## config.mk

```make
export PLATFORM = sky130hd
export DESIGN_NAME = game_phase_sequencer_flat
export DESIGN_NICKNAME = d
export VERILOG_FILES = /design/src/rtl/game_phase_sequencer_if.sv /design/src/rtl/game_phase_sequencer.sv /design/src/flat_wrapper.sv
export SDC_FILE = /design/constraint.sdc
export NUM_CORES = 1
export LEC_CHECK = 0
export BUFFER_PORTS_ARGS = -buffer_cell sky130_fd_sc_hd__buf_2
export CORE_ASPECT_RATIO = 0.75
export CORE_MARGIN = 2
export CORE_UTILIZATION = 56
export DETAILED_ROUTE_END_ITERATION = 6
export PLACE_DENSITY = 0.78
export SYNTH_ARGS = -nofsm -noshare
export SYNTH_HDL_FRONTEND = slang
export SYNTH_SLANG_ARGS = --single-unit
export TNS_END_PERCENT = 100
```

## constraint.sdc

```tcl
create_clock -name Clk -period 2.9 [get_ports Clk]
set_clock_uncertainty 0.05 [all_clocks]
set_input_delay 0.58 -clock Clk [delete_from_list [all_inputs] [get_ports Clk]]
set_output_delay 0.58 -clock Clk [all_outputs]
set_load 0.005 [all_outputs]
```

## src/rtl/game_phase_sequencer_if.sv

```systemverilog
// Signal bundle between the game phase sequencer and the rest of the game:
// frame/control inputs in, screen phase, lives and game-logic gating out.
interface game_phase_sequencer_if;
    logic       frame_tick;
    logic       start_btn;
    logic       mario_alive;
    logic       level_done;
    logic [3:0] phase;
    logic [2:0] lives;
    logic       game_run;
    logic       game_reset;

    modport master (
        output frame_tick,
        output start_btn,
        output mario_alive,
        output level_done,
        input  phase,
        input  lives,
        input  game_run,
        input  game_reset
    );

    modport slave (
        input  frame_tick,
        input  start_btn,
        input  mario_alive,
        input  level_done,
        output phase,
        output lives,
        output game_run,
        output game_reset
    );
endinterface

```

## src/rtl/game_phase_sequencer.sv

```systemverilog
// Top-level game flow controller: sequences start/intro/play/death/end screens,
// owns the lives counter and frame-based phase timers, and gates game logic.
module game_phase_sequencer #(
    parameter int unsigned LIVES_INIT   = 3,
    parameter int unsigned INTRO_FRAMES = 120,
    parameter int unsigned DEATH_FRAMES = 90,
    parameter int unsigned END_FRAMES   = 300
) (
    input  logic                   Clk,
    input  logic                   RESET,
    game_phase_sequencer_if.slave  bus
);

    localparam logic [2:0] LivesInit = 3'(LIVES_INIT);
    localparam logic [8:0] IntroLast = 9'(INTRO_FRAMES - 1);
    localparam logic [8:0] DeathLast = 9'(DEATH_FRAMES - 1);
    localparam logic [8:0] EndLast   = 9'(END_FRAMES - 1);

    typedef enum logic [2:0] {
        StIdle,
        StIntro,
        StPlay,
        StDying,
        StGameover,
        StWin
    } state_e;

    state_e     state_q, state_d;
    logic [2:0] lives_q, lives_d;
    logic [8:0] fcnt_q, fcnt_d;
    logic       start_prev_q;
    logic       game_reset_q, game_reset_d;

    logic       start_rise;
    logic       counting;
    logic [8:0] frame_last;
    logic       timer_done;

    // start_prev resets high so a key held through reset never starts a game.
    assign start_rise = bus.start_btn & ~start_prev_q;

    assign counting = (state_q == StIntro) || (state_q == StDying) ||
                      (state_q == StGameover) || (state_q == StWin);

    always_comb begin
        frame_last = '0;
        unique case (state_q)
            StIntro:           frame_last = IntroLast;
            StDying:           frame_last = DeathLast;
            StGameover, StWin: frame_last = EndLast;
            default:           frame_last = '0;
        endcase
    end

    assign timer_done = counting && bus.frame_tick && (fcnt_q == frame_last);

    always_comb begin
        state_d = state_q;
        lives_d = lives_q;
        unique case (state_q)
            StIdle: begin
                if (start_rise) begin
                    state_d = StIntro;
                    lives_d = LivesInit;
                end
            end
            StIntro: begin
                if (timer_done) state_d = StPlay;
            end
            StPlay: begin
                // Death takes priority over reaching the goal in the same cycle.
                if (!bus.mario_alive) begin
                    state_d = StDying;
                    lives_d = (lives_q == 3'd0) ? 3'd0 : lives_q - 3'd1;
                end else if (bus.level_done) begin
                    state_d = StWin;
                end
            end
            StDying: begin
                if (timer_done) state_d = (lives_q == 3'd0) ? StGameover : StIntro;
            end
            StGameover, StWin: begin
                if (timer_done || start_rise) state_d = StIdle;
            end
            default: state_d = StIdle;
        endcase
    end

    always_comb begin
        fcnt_d = fcnt_q;
        if (state_d != state_q) begin
            fcnt_d = '0;
        end else if (counting && bus.frame_tick) begin
            fcnt_d = fcnt_q + 9'd1;
        end
    end

    // Pulse on the first cycle of every INTRO entry (new game and respawn).
    assign game_reset_d = (state_d == StIntro) && (state_q != StIntro);

    always_ff @(posedge Clk or negedge RESET) begin
        if (!RESET) begin
            state_q      <= StIdle;
            lives_q      <= LivesInit;
            fcnt_q       <= '0;
            start_prev_q <= 1'b1;
            game_reset_q <= 1'b0;
        end else begin
            state_q      <= state_d;
            lives_q      <= lives_d;
            fcnt_q       <= fcnt_d;
            start_prev_q <= bus.start_btn;
            game_reset_q <= game_reset_d;
        end
    end

    always_comb begin
        bus.phase = 4'b1000;
        unique case (state_q)
            StIdle:                   bus.phase = 4'b1000;
            StIntro, StPlay, StDying: bus.phase = 4'b0100;
            StGameover:               bus.phase = 4'b0010;
            StWin:                    bus.phase = 4'b0001;
            default:                  bus.phase = 4'b1000;
        endcase
    end

    assign bus.lives      = lives_q;
    assign bus.game_run   = (state_q == StPlay);
    assign bus.game_reset = game_reset_q;

endmodule

```

## src/flat_wrapper.sv

```systemverilog
// flat-port wrapper written by rule: the top's interface ports become plain ports
module game_phase_sequencer_flat 
#(
    parameter int unsigned LIVES_INIT   = 3,
    parameter int unsigned INTRO_FRAMES = 120,
    parameter int unsigned DEATH_FRAMES = 90,
    parameter int unsigned END_FRAMES   = 300
)
  (Clk, RESET, bus_frame_tick, bus_start_btn, bus_mario_alive, bus_level_done, bus_phase, bus_lives, bus_game_run, bus_game_reset);
  game_phase_sequencer_if bus_i ();
  input  logic Clk;
  input  logic RESET;
  input wire logic [$bits(bus_i.frame_tick)-1:0] bus_frame_tick;
  input wire logic [$bits(bus_i.start_btn)-1:0] bus_start_btn;
  input wire logic [$bits(bus_i.mario_alive)-1:0] bus_mario_alive;
  input wire logic [$bits(bus_i.level_done)-1:0] bus_level_done;
  output wire logic [$bits(bus_i.phase)-1:0] bus_phase;
  output wire logic [$bits(bus_i.lives)-1:0] bus_lives;
  output wire logic [$bits(bus_i.game_run)-1:0] bus_game_run;
  output wire logic [$bits(bus_i.game_reset)-1:0] bus_game_reset;
  assign bus_i.frame_tick = bus_frame_tick;
  assign bus_i.start_btn = bus_start_btn;
  assign bus_i.mario_alive = bus_mario_alive;
  assign bus_i.level_done = bus_level_done;
  assign bus_phase = bus_i.phase;
  assign bus_lives = bus_i.lives;
  assign bus_game_run = bus_i.game_run;
  assign bus_game_reset = bus_i.game_reset;
  game_phase_sequencer #(.LIVES_INIT(LIVES_INIT), .INTRO_FRAMES(INTRO_FRAMES), .DEATH_FRAMES(DEATH_FRAMES), .END_FRAMES(END_FRAMES)) u_core (.Clk(Clk), .RESET(RESET), .bus(bus_i));
endmodule
```

# ---- Yosys cells after proc, flatten, opt, wreduce, memory -nomap -nowiden
# Cells that the tools add are included.
dict set report classes {
  addsub 2
  n_mul 0
  div 0
  order_cmp 0
  n_eq_ne 11
  shifts 0
  n_mux 16
  bitwise_logic 2
  n_reduce_logical 14
}
# operator n
set ops {}
lappend ops {{2-to-1 mux 3 bit} 10}
lappend ops {{case mux 9 bit (3 select lines)} 1}
lappend ops {{2-to-1 mux 9 bit} 2}
lappend ops {{case mux 3 bit (5 select lines)} 1}
lappend ops {{case mux 4 bit (3 select lines)} 1}
lappend ops {{adder 9 x 1 -> 9 bit, second input constant} 1}
lappend ops {{equality test 9 bit} 1}
lappend ops {{equality test 3 x 1 -> 1 bit, second input constant} 2}
lappend ops {{equality test 3 x 2 -> 1 bit, second input constant} 2}
lappend ops {{equality test 3 bit, second input constant} 2}
lappend ops {{logical NOT 3 bit} 2}
lappend ops {{case mux 3 bit (2 select lines)} 1}
lappend ops {{logical OR 1 bit} 4}
lappend ops {{nonzero test 2 bit} 2}
lappend ops {{logical AND 1 bit} 3}
lappend ops {{!= test 3 x 1 -> 1 bit, second input constant} 1}
lappend ops {{!= test 3 bit} 1}
lappend ops {{AND reduction 3 bit} 1}
lappend ops {{OR reduction 3 bit} 1}
lappend ops {{subtractor 3 x 1 -> 3 bit, second input constant} 1}
lappend ops {{!= test 2 x 1 -> 1 bit, second input constant} 1}
lappend ops {{!= test 2 bit, second input constant} 1}
lappend ops {{OR reduction 2 bit} 1}
lappend ops {{bitwise AND 1 bit} 1}
lappend ops {{NOT 1 bit} 1}
dict set report totals {
  regBits 17
  latchBits 0
  ram_bits 0
  mem_bits_ro 0
  in_bits 6
  elab_cells 50
  mem_count 0
}

# ---- Longest topological paths before layout
# Gate-level depths: netlist of the first run.
dict set report logic_depth {
  ltp_word 11
  depth_mapped 8
  mapped_depth_nobuf 6
}

# ---- Worst setup path before layout of the first run
# OpenSTA, ideal clock, no wires.
dict set report synth_path {
  path_type {register -> register}
  start {register u_core.state_q[2]}
  end {register u_core.game_reset_q, in the netlist u_core.bus.game_reset}
  setup_ns 0.080
  arrival_time_ns 1.916
  path_slack_ns 0.854
  path_stages_with_launch 8
  path_buffers 1
  period_less_slack_ns 2.046
  path_cell_list {dfrtp_1 -> buf_6 -> nor2b_1 -> a211oi_2 -> o21ai_1 -> or4_4 -> mux2_4 -> nor3b_2}
}
dict set report synth_via {
  elab_chain_len 11
}
# element line_no
set synth_rtl {}
lappend synth_rtl {{start: declaration} game_phase_sequencer.sv:28} ;# state_e state_q, state_d;
lappend synth_rtl {{start signal: assignment} game_phase_sequencer.sv:103} ;# state_q <= StIdle;
lappend synth_rtl {{start signal: assignment} game_phase_sequencer.sv:109} ;# state_q <= state_d;
lappend synth_rtl {{branches (longest 8 deep; another with case mux 9 bit (3 select lines))} -}
lappend synth_rtl {{case mux 3 bit (5 select lines) *} game_phase_sequencer.sv:60} ;# unique case (state_q)
lappend synth_rtl {{named net u_core.state_d[2]} game_phase_sequencer.sv:28}
lappend synth_rtl {{equality test 3 x 1 -> 1 bit *} game_phase_sequencer.sv:99} ;# assign game_reset_d = (state_d == StIntro) && (state_q != StIntro);
lappend synth_rtl {{logical AND 1 bit *} game_phase_sequencer.sv:99}
lappend synth_rtl {{named net u_core.game_reset_d} game_phase_sequencer.sv:32} ;# logic game_reset_q, game_reset_d;
lappend synth_rtl {{end signal: assignment} game_phase_sequencer.sv:113} ;# game_reset_q <= game_reset_d;
lappend synth_rtl {{end: declaration} game_phase_sequencer.sv:32}
# Mark *: on every way through the listed nets, which the timed path passes.
# A chain may end at the register's enable or synchronous reset.

# ---- Worst setup path after layout of the first run
dict set report layout_path {
  start {register u_core.state_q[1]}
  end {register u_core.game_reset_q, in the netlist u_core.bus.game_reset}
}
# Same word-level chain as after synthesis.

==> flow_summary_export.csv, run 1 <==
group,metric,value,unit
critical_path,required,3.07,ns
critical_path,cp-endpoint,"u_core.bus.game_reset",
cts,cts-buffers-inserted,3,
placed_design,dp.final_hpwl,1670,µm
sta,tns,0,ns
cts,cts-root-buf,"clkbuf_4",
critical_path,worst_path_max_delay_cell,"dfrtp_1",
power_and_ir_drop,power_density,582,mW/mm²
cts,cts_hold_buffers,0,
power_and_ir_drop,leakage,0.543,nW
critical_path,worst-path-stages,6,
worst_hold_path,hp-class,"in -> async",
critical_path,ff2ff_path_depth,6,
critical_path,r2r_start,"u_core.state_q[1]",
logic_synthesis,synth_edf_count,0,
sta,fin_crit,2.41,ns
sta,fmax,414,MHz
logic_synthesis,yosys_warnings,0,
grt,grt_max_degree,22,
route,vias_per_cell,5.87,
placed_design,portBuffers,14,
critical_path,worstSetupStartpointType,"register",
critical_path,rrSetupSlack,0.49,ns
finish,syn_to_final_growth,7.48,%
placed_design,placed_cell_area,0.00116,mm²
route,drt_first_pass_iters,4,
route,post_drt_wl_per_cell,14.5,µm
logic_synthesis,synth_top_cell_area_share,31.7,%
finish,final_area,0.00119,mm²
cts,ctsResizeCount,0,
cts,clockBufferDepth,2,
power_and_ir_drop,intPower,0.000438,W
logic_synthesis,synthesis.area,0.00110,mm²
grt,antenna_found_initial,0,
route,vias,927,
critical_path,crit_path_start,"u_core.state_q[1]",
cts,post_cts_buffers,0,
sta,slew_violations,0,
die,dieArea,0.00235,mm²
critical_path,cp_top_family,"simple AND/OR/NAND/NOR gates",
sta,fin_crit_sh,83.2,%
sta,rsz0062_at_grt,"false",
logic_synthesis,ys_seq_area_share,38.9,%
critical_path,crit_fanout,21,
grt,grt-ovfl-total,0,
logic_synthesis,synth_seq_cells,17,
finish,antennaDiodeCount,0,
logic_synthesis,synth_common_cells,"20 x nor2_1, 14 x dfrtp_1, 11 x o21ai_0",
power_and_ir_drop,pwr-share-seq,54.9,%
finish,layout.nets,144,
die,start_util,61.7,%
run_status,status,"finished clean",
critical_path,max_stage_delay,0.60,ns
job,maxCapViolCount,0,
power_and_ir_drop,p_sw,0.000252,W
critical_path,reg2reg_to,"u_core.bus.game_reset",
sta,finalSetupViolations,0,
critical_path,end_kind,"register",
die,row_count,13,
power_and_ir_drop,p_sw_share,36.5,%
grt,grt_pass1_wl,3820,µm
critical_path,path_cells,"nand2b_1 > o21ai_0 > o21ai_1 > or4_4 > mux2_4 > nor3b_2",
route,final_antenna_net_count,0,
logic_synthesis,yosysTopAreaCell,"dfrtp_1",
cts,cts_tree,"done",
power_and_ir_drop,p_clk_share,18.7,%
cts,path_clk_slew,0.10,ns
power_and_ir_drop,pwr-share-comb,26.4,%
die,fp.dieW,55.3,µm
logic_synthesis,ys.flop_type,"dfrtp_1",
route,drcViolationCount,0,
logic_synthesis,yosysMostFrequentCell,"nor2_1",
power_and_ir_drop,worst_ir_drop_vdd,0.528,mV
cts,htreeDepth,1,
sta,max_slew_margin,63.4,%
power_and_ir_drop,power,0.000690,W
grt,grt_usage,20.8,%
route,initialDrtViolationCount,25,
die,die_y,42.4,µm
grt,first_global_vias,799,
logic_synthesis,ys_types,42,
cts,clk-insertion-delay-late,0.29,ns
sta,worst_slew_pin_slew,0.550,ns
critical_path,cp.arrival,2.58,ns
die,core_area,0.00179,mm²
route,routed_wl,2290,µm
logic_synthesis,synth_area_leaders,"dfrtp_1 32%, dfstp_2 7.1%, nor2_1 6.8%",
logic_synthesis,avgSynthCellArea,8.83,µm²
logic_synthesis,netlist_instances,125,
logic_synthesis,async_flop_share,100,%
finish,drive_gt1_share,20.6,%
placed_design,place_congestion,0.792,
logic_synthesis,mappedNetlistNets,132,
critical_path,path_buf_inv,0,
critical_path,critPathKind,"reg -> reg",
die,pin_count,15,
sta,hold_viol,0,
cts,numClockSinks,17,
[sequential cells by signal, summed over array words and instances (netlist names)]
| signal | flops |
|---|---|
| u_core.fcnt_q | 9 |
| u_core.bus.lives | 3 |
| u_core.state_q | 3 |
| u_core.bus.game_reset | 1 |
| u_core.start_prev_q | 1 |
[metal layers]
| metal | global-route usage [%] | routed length [µm] |
|---|---|---|
| met5 | 0 | 0 |
| met4 | 2.93 | 13 |
| met3 | 6.79 | 149 |
| met2 | 29.0 | 991 |
| met1 | 31.7 | 1130 |
[power groups by stage]
stage                     clock [W]  sequential, W  combinational [W]
after CTS                  0.000132       0.000377           0.000183
after global placement            0       0.000378           0.000172
after floorplan                   0       0.000351           0.000155
final                      0.000129       0.000379           0.000182
after global routing       0.000141       0.000389           0.000206
after detailed placement          0       0.000381           0.000178
[how the worst min path moves through the flow]
stage                      from                     to  slack [ns]  cells past startpoint
final                     RESET       u_core.fcnt_q[7]        0.14                      1
after global placement    RESET       u_core.fcnt_q[7]        0.47                      1
after detailed placement  RESET       u_core.fcnt_q[8]        0.47                      1
after global routing      RESET       u_core.fcnt_q[8]        0.16                      1
after floorplan           RESET  u_core.bus.game_reset        0.23                      0
after CTS                 RESET       u_core.fcnt_q[2]        0.14                      1
[logic make-up after synthesis]
group	Yosys count	share of synthesized area, %
and+or+nand+nor	61	29.9
DFF	17	38.9
muxes	5	5.21
AOI/OAI and AO/OA	24	13.9
adders and majority gates	1	1.13
xor gates and xnor gates	8	6.35
buffers and inverters	9	4.53
[cells in the final DEF, fill, tap and decap left out, drive strengths merged]
cell / n
o21ai: 12
xnor2: 3
ha: 1
nor4b: 1
xor2: 5
nor3: 1
nor4bb: 1
nor2b: 6
a21boi: 1
or3: 3
o2111ai: 1
mux2i: 2
dfrtp: 14
inv: 2
nor3b: 2
clkinv: 1
or4: 1
and3b: 2
nand2b: 1
nand2: 9
o21a: 1
clkbuf: 3
a21oi: 2
and2: 3
and4: 1
dfstp: 3
nand4: 3
a211oi: 2
buf: 14
nand3: 5
o31ai: 2
a22oi: 1
nor4: 1
nor2: 20
or3b: 1
a21o: 1
mux2: 3
o211a: 1
[metrics by stage]
| stage | setup WS (ns) | utilization [%] | hold slack, ns | cells |
|---|---|---|---|---|
| global placement | 0.653 | 64.8 | 0.466 | 154 |
| detailed placement | 0.534 | 64.8 | 0.468 | 154 |
| finish | 0.487 | 66.3 | 0.136 | 158 |
| CTS | 0.499 | 66.3 | 0.140 | 158 |
| floorplan | 0.854 | - | 0.234 | 125 |
| global route | 0.386 | 66.3 | 0.163 | 158 |
[layout make-up]
cell class                      count  area, µm²
Clock inverter                      1       5.00
Tap cell                           22       27.5
Timing Repair Buffer               14       70.1
Inverter                            2       7.51
Clock buffer                        3       22.5
Sequential cell                    17        429
Multi-Input combinational cell     99        624
Fill cell                         146        603
Note: power is estimated with default switching activity, not from simulation.
==> inputs of run 2 (changes only) <==
==> constraint.sdc (replaced) <==
create_clock -name Clk -period 2.4 [get_ports Clk]
set_clock_uncertainty 0.05 [all_clocks]
set_input_delay 0.48 -clock Clk [delete_from_list [all_inputs] [get_ports Clk]]
set_output_delay 0.48 -clock Clk [all_outputs]
set_load 0.005 [all_outputs]
==> flow_summary_export.csv, run 2 (same netlist as run 1, synthesis figures left out) <==
group,metric,value,unit
cts,clk-insertion-delay-late,0.31,ns
finish,layout.cells.most_common,"nor2_1",
die,fp.dieW,55.3,µm
die,start_util,61.7,%
critical_path,path_cells,"buf_4 > or3b_2 > inv_1 > buf_2",
finish,regArea,429,µm²
worst_hold_path,hp-class,"in -> async",
sta,fin_crit_sh,95.6,%
power_and_ir_drop,leakage,0.558,nW
cts,post_cts_buffers,0,
critical_path,cp.arrival,1.76,ns
critical_path,worstSetupStartpointType,"register",
critical_path,end_kind,"output port",
finish,final_util,67.6,%
critical_path,crit_path_start,"u_core.state_q[1]",
critical_path,cp_top_family,"flip-flops",
cts,cts_tree,"done",
critical_path,ff2ff_path_depth,6,
critical_path,max_stage_delay,0.51,ns
finish,antennaDiodeCount,0,
grt,antenna_found_initial,0,
critical_path,critPathKind,"reg -> out",
route,vias,977,
cts,cts-buffers-inserted,3,
die,pin_count,15,
route,routed_wl,2390,µm
finish,top_register,"u_core.fcnt_q",
die,core_area,0.00179,mm²
finish,layout.nets,147,
job,maxCapViolCount,0,
grt,grt_pass1_wl,4090,µm
finish,largest_reg_flops,9,
sta,rsz0062_at_grt,"false",
die,dieArea,0.00235,mm²
critical_path,rrSetupSlack,0.18,ns
sta,slew_violations,0,
critical_path,path_buf_inv,3,
route,post_drt_wl_per_cell,14.8,µm
route,final_antenna_net_count,0,
power_and_ir_drop,power,0.000837,W
cts,cts-root-buf,"clkbuf_4",
sta,setup_slack,0.107,ns
grt,grt_usage,22.8,%
die,die_y,42.4,µm
sta,finalSetupViolations,0,
cts,numClockSinks,17,
sta,max_slew_margin,62.4,%
placed_design,post-place-ws,0.231,ns
sta,worst_slew_pin_slew,0.558,ns
critical_path,cp-endpoint,"bus_game_run",
run_status,status,"finished clean",
critical_path,worst_path_max_delay_cell,"dfrtp_1",
cts,path_clk_slew,0.11,ns
power_and_ir_drop,power_density,693,mW/mm²
critical_path,worst-path-stages,4,
route,initialDrtViolationCount,32,
finish,drive_gt1_share,22.3,%
route,vias_per_cell,6.07,
power_and_ir_drop,worst_ir_drop_vdd,0.842,mV
route,drt_first_pass_iters,4,
finish,final_cell_mix,"20 x nor2_1, 14 x buf_2, 14 x dfrtp_1, 11 x o21ai_0, 9 x nand2_1",
placed_design,portBuffers,14,
grt,grt_max_degree,18,
sta,hold_viol,0,
critical_path,r2r_start,"u_core.fcnt_q[1]",
sta,tns,0,ns
route,drcViolationCount,0,
grt,grt-ovfl-total,0,
cts,htreeDepth,1,
critical_path,required,1.87,ns
placed_design,place_congestion,0.836,
cts,clockBufferDepth,2,
cts,cts_hold_buffers,0,
die,row_count,13,
sta,fmax,436,MHz
critical_path,reg2reg_to,"u_core.bus.game_reset",
sta,fin_crit,2.29,ns
cts,ctsResizeCount,0,
placed_design,dp.final_hpwl,1700,µm
finish,multiInputGateArea,624,µm²
finish,syn_to_final_growth,9.52,%
grt,first_global_vias,883,
finish,fillers,146,
critical_path,crit_fanout,12,
run 2: stage by stage:
| step | instance area [µm²] | hold slack [ns] | instances |
|---|---|---|---|
| after floorplan | 1100 | 0.134 | 125 |
| after global placement | 1180 | 0.366 | 157 |
| after detailed placement | 1180 | 0.371 | 157 |
| after CTS | 1210 | 0.0302 | 161 |
| after global routing | 1210 | 0.0412 | 161 |
| final | 1210 | 0.0180 | 161 |
run 2: worst min path at each step:
| stage | end | cells past startpoint |
|---|---|---|
| finish | u_core.state_q[0] | 1 |
| global route | u_core.fcnt_q[6] | 1 |
| CTS | u_core.state_q[0] | 1 |
| detailed placement | u_core.fcnt_q[6] | 1 |
| global placement | u_core.fcnt_q[7] | 1 |
| floorplan | u_core.bus.game_reset | 0 |
run 2: cell type report:
| cell class | instances | share of cell area (%) |
|---|---|---|
| Clock inverter | 1 | 0.414 |
| Inverter | 2 | 0.621 |
| Timing Repair Buffer | 17 | 7.66 |
| Clock buffer | 3 | 1.86 |
| Sequential cell | 17 | 35.5 |
| Multi-Input combinational cell | 99 | 51.7 |
| Tap cell | 22 | 2.28 |
run 2: per-layer routing:
layer	vias to the layer above	global-route usage (%)	routed length, µm
li1	469	-	-
met2	37	33.3	1020
met4	0	7.80	45
met3	9	8.33	175
met5	-	0	0
met1	462	31.0	1140
run 2: power by group:
part | total, W | internal [W] | leakage (nW) | switching, W
sequential | 0.000456 | 0.000357 | 0.210 | 0.0000987
combinational | 0.000218 | 0.000111 | 0.330 | 0.000107
clock | 0.000163 | 0.0000623 | 0.0177 | 0.000100
total | 0.000837 | 0.000531 | 0.558 | 0.000306
==> inputs of run 3 (changes only) <==
--- a/config.mk
+++ b/config.mk
@@ -8,9 +8,9 @@
 export BUFFER_PORTS_ARGS = -buffer_cell sky130_fd_sc_hd__buf_2
 export CORE_ASPECT_RATIO = 0.75
 export CORE_MARGIN = 2
-export CORE_UTILIZATION = 56
+export CORE_UTILIZATION = 40
 export DETAILED_ROUTE_END_ITERATION = 6
-export PLACE_DENSITY = 0.78
+export PLACE_DENSITY_LB_ADDON = 0.1
 export SYNTH_ARGS = -nofsm -noshare
 export SYNTH_HDL_FRONTEND = slang
 export SYNTH_SLANG_ARGS = --single-unit
==> flow_summary_export.csv, run 3 (same netlist as run 1, synthesis figures left out) <==
group,metric,value,unit
power_and_ir_drop,p_sw_share,35.7,%
route,drcViolationCount,0,
route,final_antenna_net_count,0,
critical_path,required,1.87,ns
power_and_ir_drop,power_density,730,mW/mm²
sta,fmax,460,MHz
power_and_ir_drop,p_clk_share,25.2,%
cts,path_clk_slew,0.07,ns
power_and_ir_drop,leakage,0.562,nW
finish,antennaDiodeCount,0,
cts,post_cts_buffers,0,
die,row_count,16,
run_status,status,"finished clean",
grt,grt_max_degree,18,
die,pin_count,15,
grt,antenna_found_initial,0,
finish,layout.cells.most_common,"nor2_1",
critical_path,cp.arrival,1.64,ns
finish,final_util,47.6,%
cts,cts-buffers-inserted,3,
sta,rsz0062_at_grt,"false",
cts,clk-insertion-delay-late,0.26,ns
finish,regArea,429,µm²
cts,numClockSinks,17,
cts,cts_hold_buffers,0,
route,vias_per_cell,5.24,
critical_path,critPathKind,"reg -> out",
sta,slew_violations,0,
finish,fillers,249,
route,routed_wl,2430,µm
critical_path,rrSetupSlack,0.23,ns
critical_path,end_kind,"output port",
power_and_ir_drop,worst_ir_drop_vdd,0.450,mV
finish,top_register,"u_core.fcnt_q",
cts,cts-root-buf,"clkbuf_8",
power_and_ir_drop,intPower,0.000586,W
critical_path,crit_fanout,9,
die,dieArea,0.00320,mm²
sta,fin_crit_sh,90.6,%
grt,first_global_vias,913,
placed_design,portBuffers,14,
finish,final_cell_mix,"20 x nor2_1, 14 x buf_2, 14 x dfrtp_1, 11 x o21ai_0, 9 x nand2_1",
cts,cts_tree,"done",
finish,multiInputGateArea,624,µm²
grt,grt_pass1_wl,4400,µm
finish,syn_to_final_growth,13.0,%
die,fp.dieW,64.7,µm
sta,tns,0,ns
cts,clockBufferDepth,2,
finish,drive_gt1_share,22.3,%
cts,ctsResizeCount,0,
sta,max_slew_margin,72.1,%
sta,hold_viol,0,
finish,layout.nets,147,
finish,largest_reg_flops,9,
grt,grt_usage,18.0,%
placed_design,dp.final_hpwl,1710,µm
placed_design,place_congestion,0.804,
worst_hold_path,hp-class,"in -> async",
route,vias,917,
sta,worst_slew_pin_slew,0.417,ns
cts,htreeDepth,1,
critical_path,worstSetupStartpointType,"register",
route,post_drt_wl_per_cell,13.9,µm
die,die_y,49.5,µm
power_and_ir_drop,p_sw,0.000325,W
die,start_util,42.1,%
grt,grt-ovfl-total,0,
sta,finalSetupViolations,0,
power_and_ir_drop,pwr-share-comb,24.4,%
job,maxCapViolCount,0,
route,drt_first_pass_iters,4,
sta,timing.hold.ws,0.0794,ns
die,core_area,0.00262,mm²
sta,fin_crit,2.17,ns
route,initialDrtViolationCount,40,
power_and_ir_drop,pwr-share-seq,50.4,%
[run 3: metrics by stage]
step	instance area (µm²)	total power, W	worst slack (ns)	cells
2_1_floorplan	1100	0.000612	0.354	125
4_1_cts	1250	0.000919	0.219	175
5_1_grt	1250	0.000977	0.0856	175
6_report	1250	0.000911	0.225	175
3_3_place_gp	1200	0.000676	0.307	171
3_5_place_dp	1200	0.000682	0.293	171
[run 3: worst paths after layout]
path	startpoint	to	cells past startpoint
setup / recovery	u_core.state_q[0]	bus_game_run	4
hold / removal	RESET	u_core.fcnt_q[4]	1
setup reg to reg	u_core.state_q[2]	u_core.bus.game_reset	7
hold reg to reg	u_core.bus.lives[1]	u_core.bus.lives[1]	2
max in group asynchronous	RESET	u_core.bus.lives[0]	1
min in group Clk	bus_start_btn	u_core.start_prev_q	1
[run 3: power by group through the flow]
stage / Clock, W / Sequential, W / Combinational (W)
6_report: 0.000230 / 0.000459 / 0.000222
5_1_grt: 0.000249 / 0.000473 / 0.000254
4_1_cts: 0.000239 / 0.000455 / 0.000225
3_5_place_dp: 0 / 0.000460 / 0.000221
3_3_place_gp: 0 / 0.000459 / 0.000218
2_1_floorplan: 0 / 0.000424 / 0.000188
[run 3: critical path, cell delays in order (launching register included)]
cell     delay, ns
dfrtp_1       0.46
buf_4         0.20
or3b_2        0.50
inv_1         0.11
buf_2         0.12
[run 3: final cells by class]
class | count | area share [%]
clock inverter | 1 | 0.602
inverter | 2 | 0.602
clock buffer | 3 | 3.31
timing repair buffer | 17 | 7.42
sequential | 17 | 34.4
multi-input combinational | 99 | 50.1
tap | 36 | 3.61
[run 3: metal layers]
| layer | GRT usage (%) | wire, µm | vias up |
|---|---|---|---|
| met1 | 26.1 | 1240 | 428 |
| li1 | - | - | 465 |
| met4 | 4.96 | 23 | 0 |
| met3 | 5.48 | 124 | 4 |
| met5 | 0 | 0 | - |
| met2 | 25.9 | 1040 | 20 |
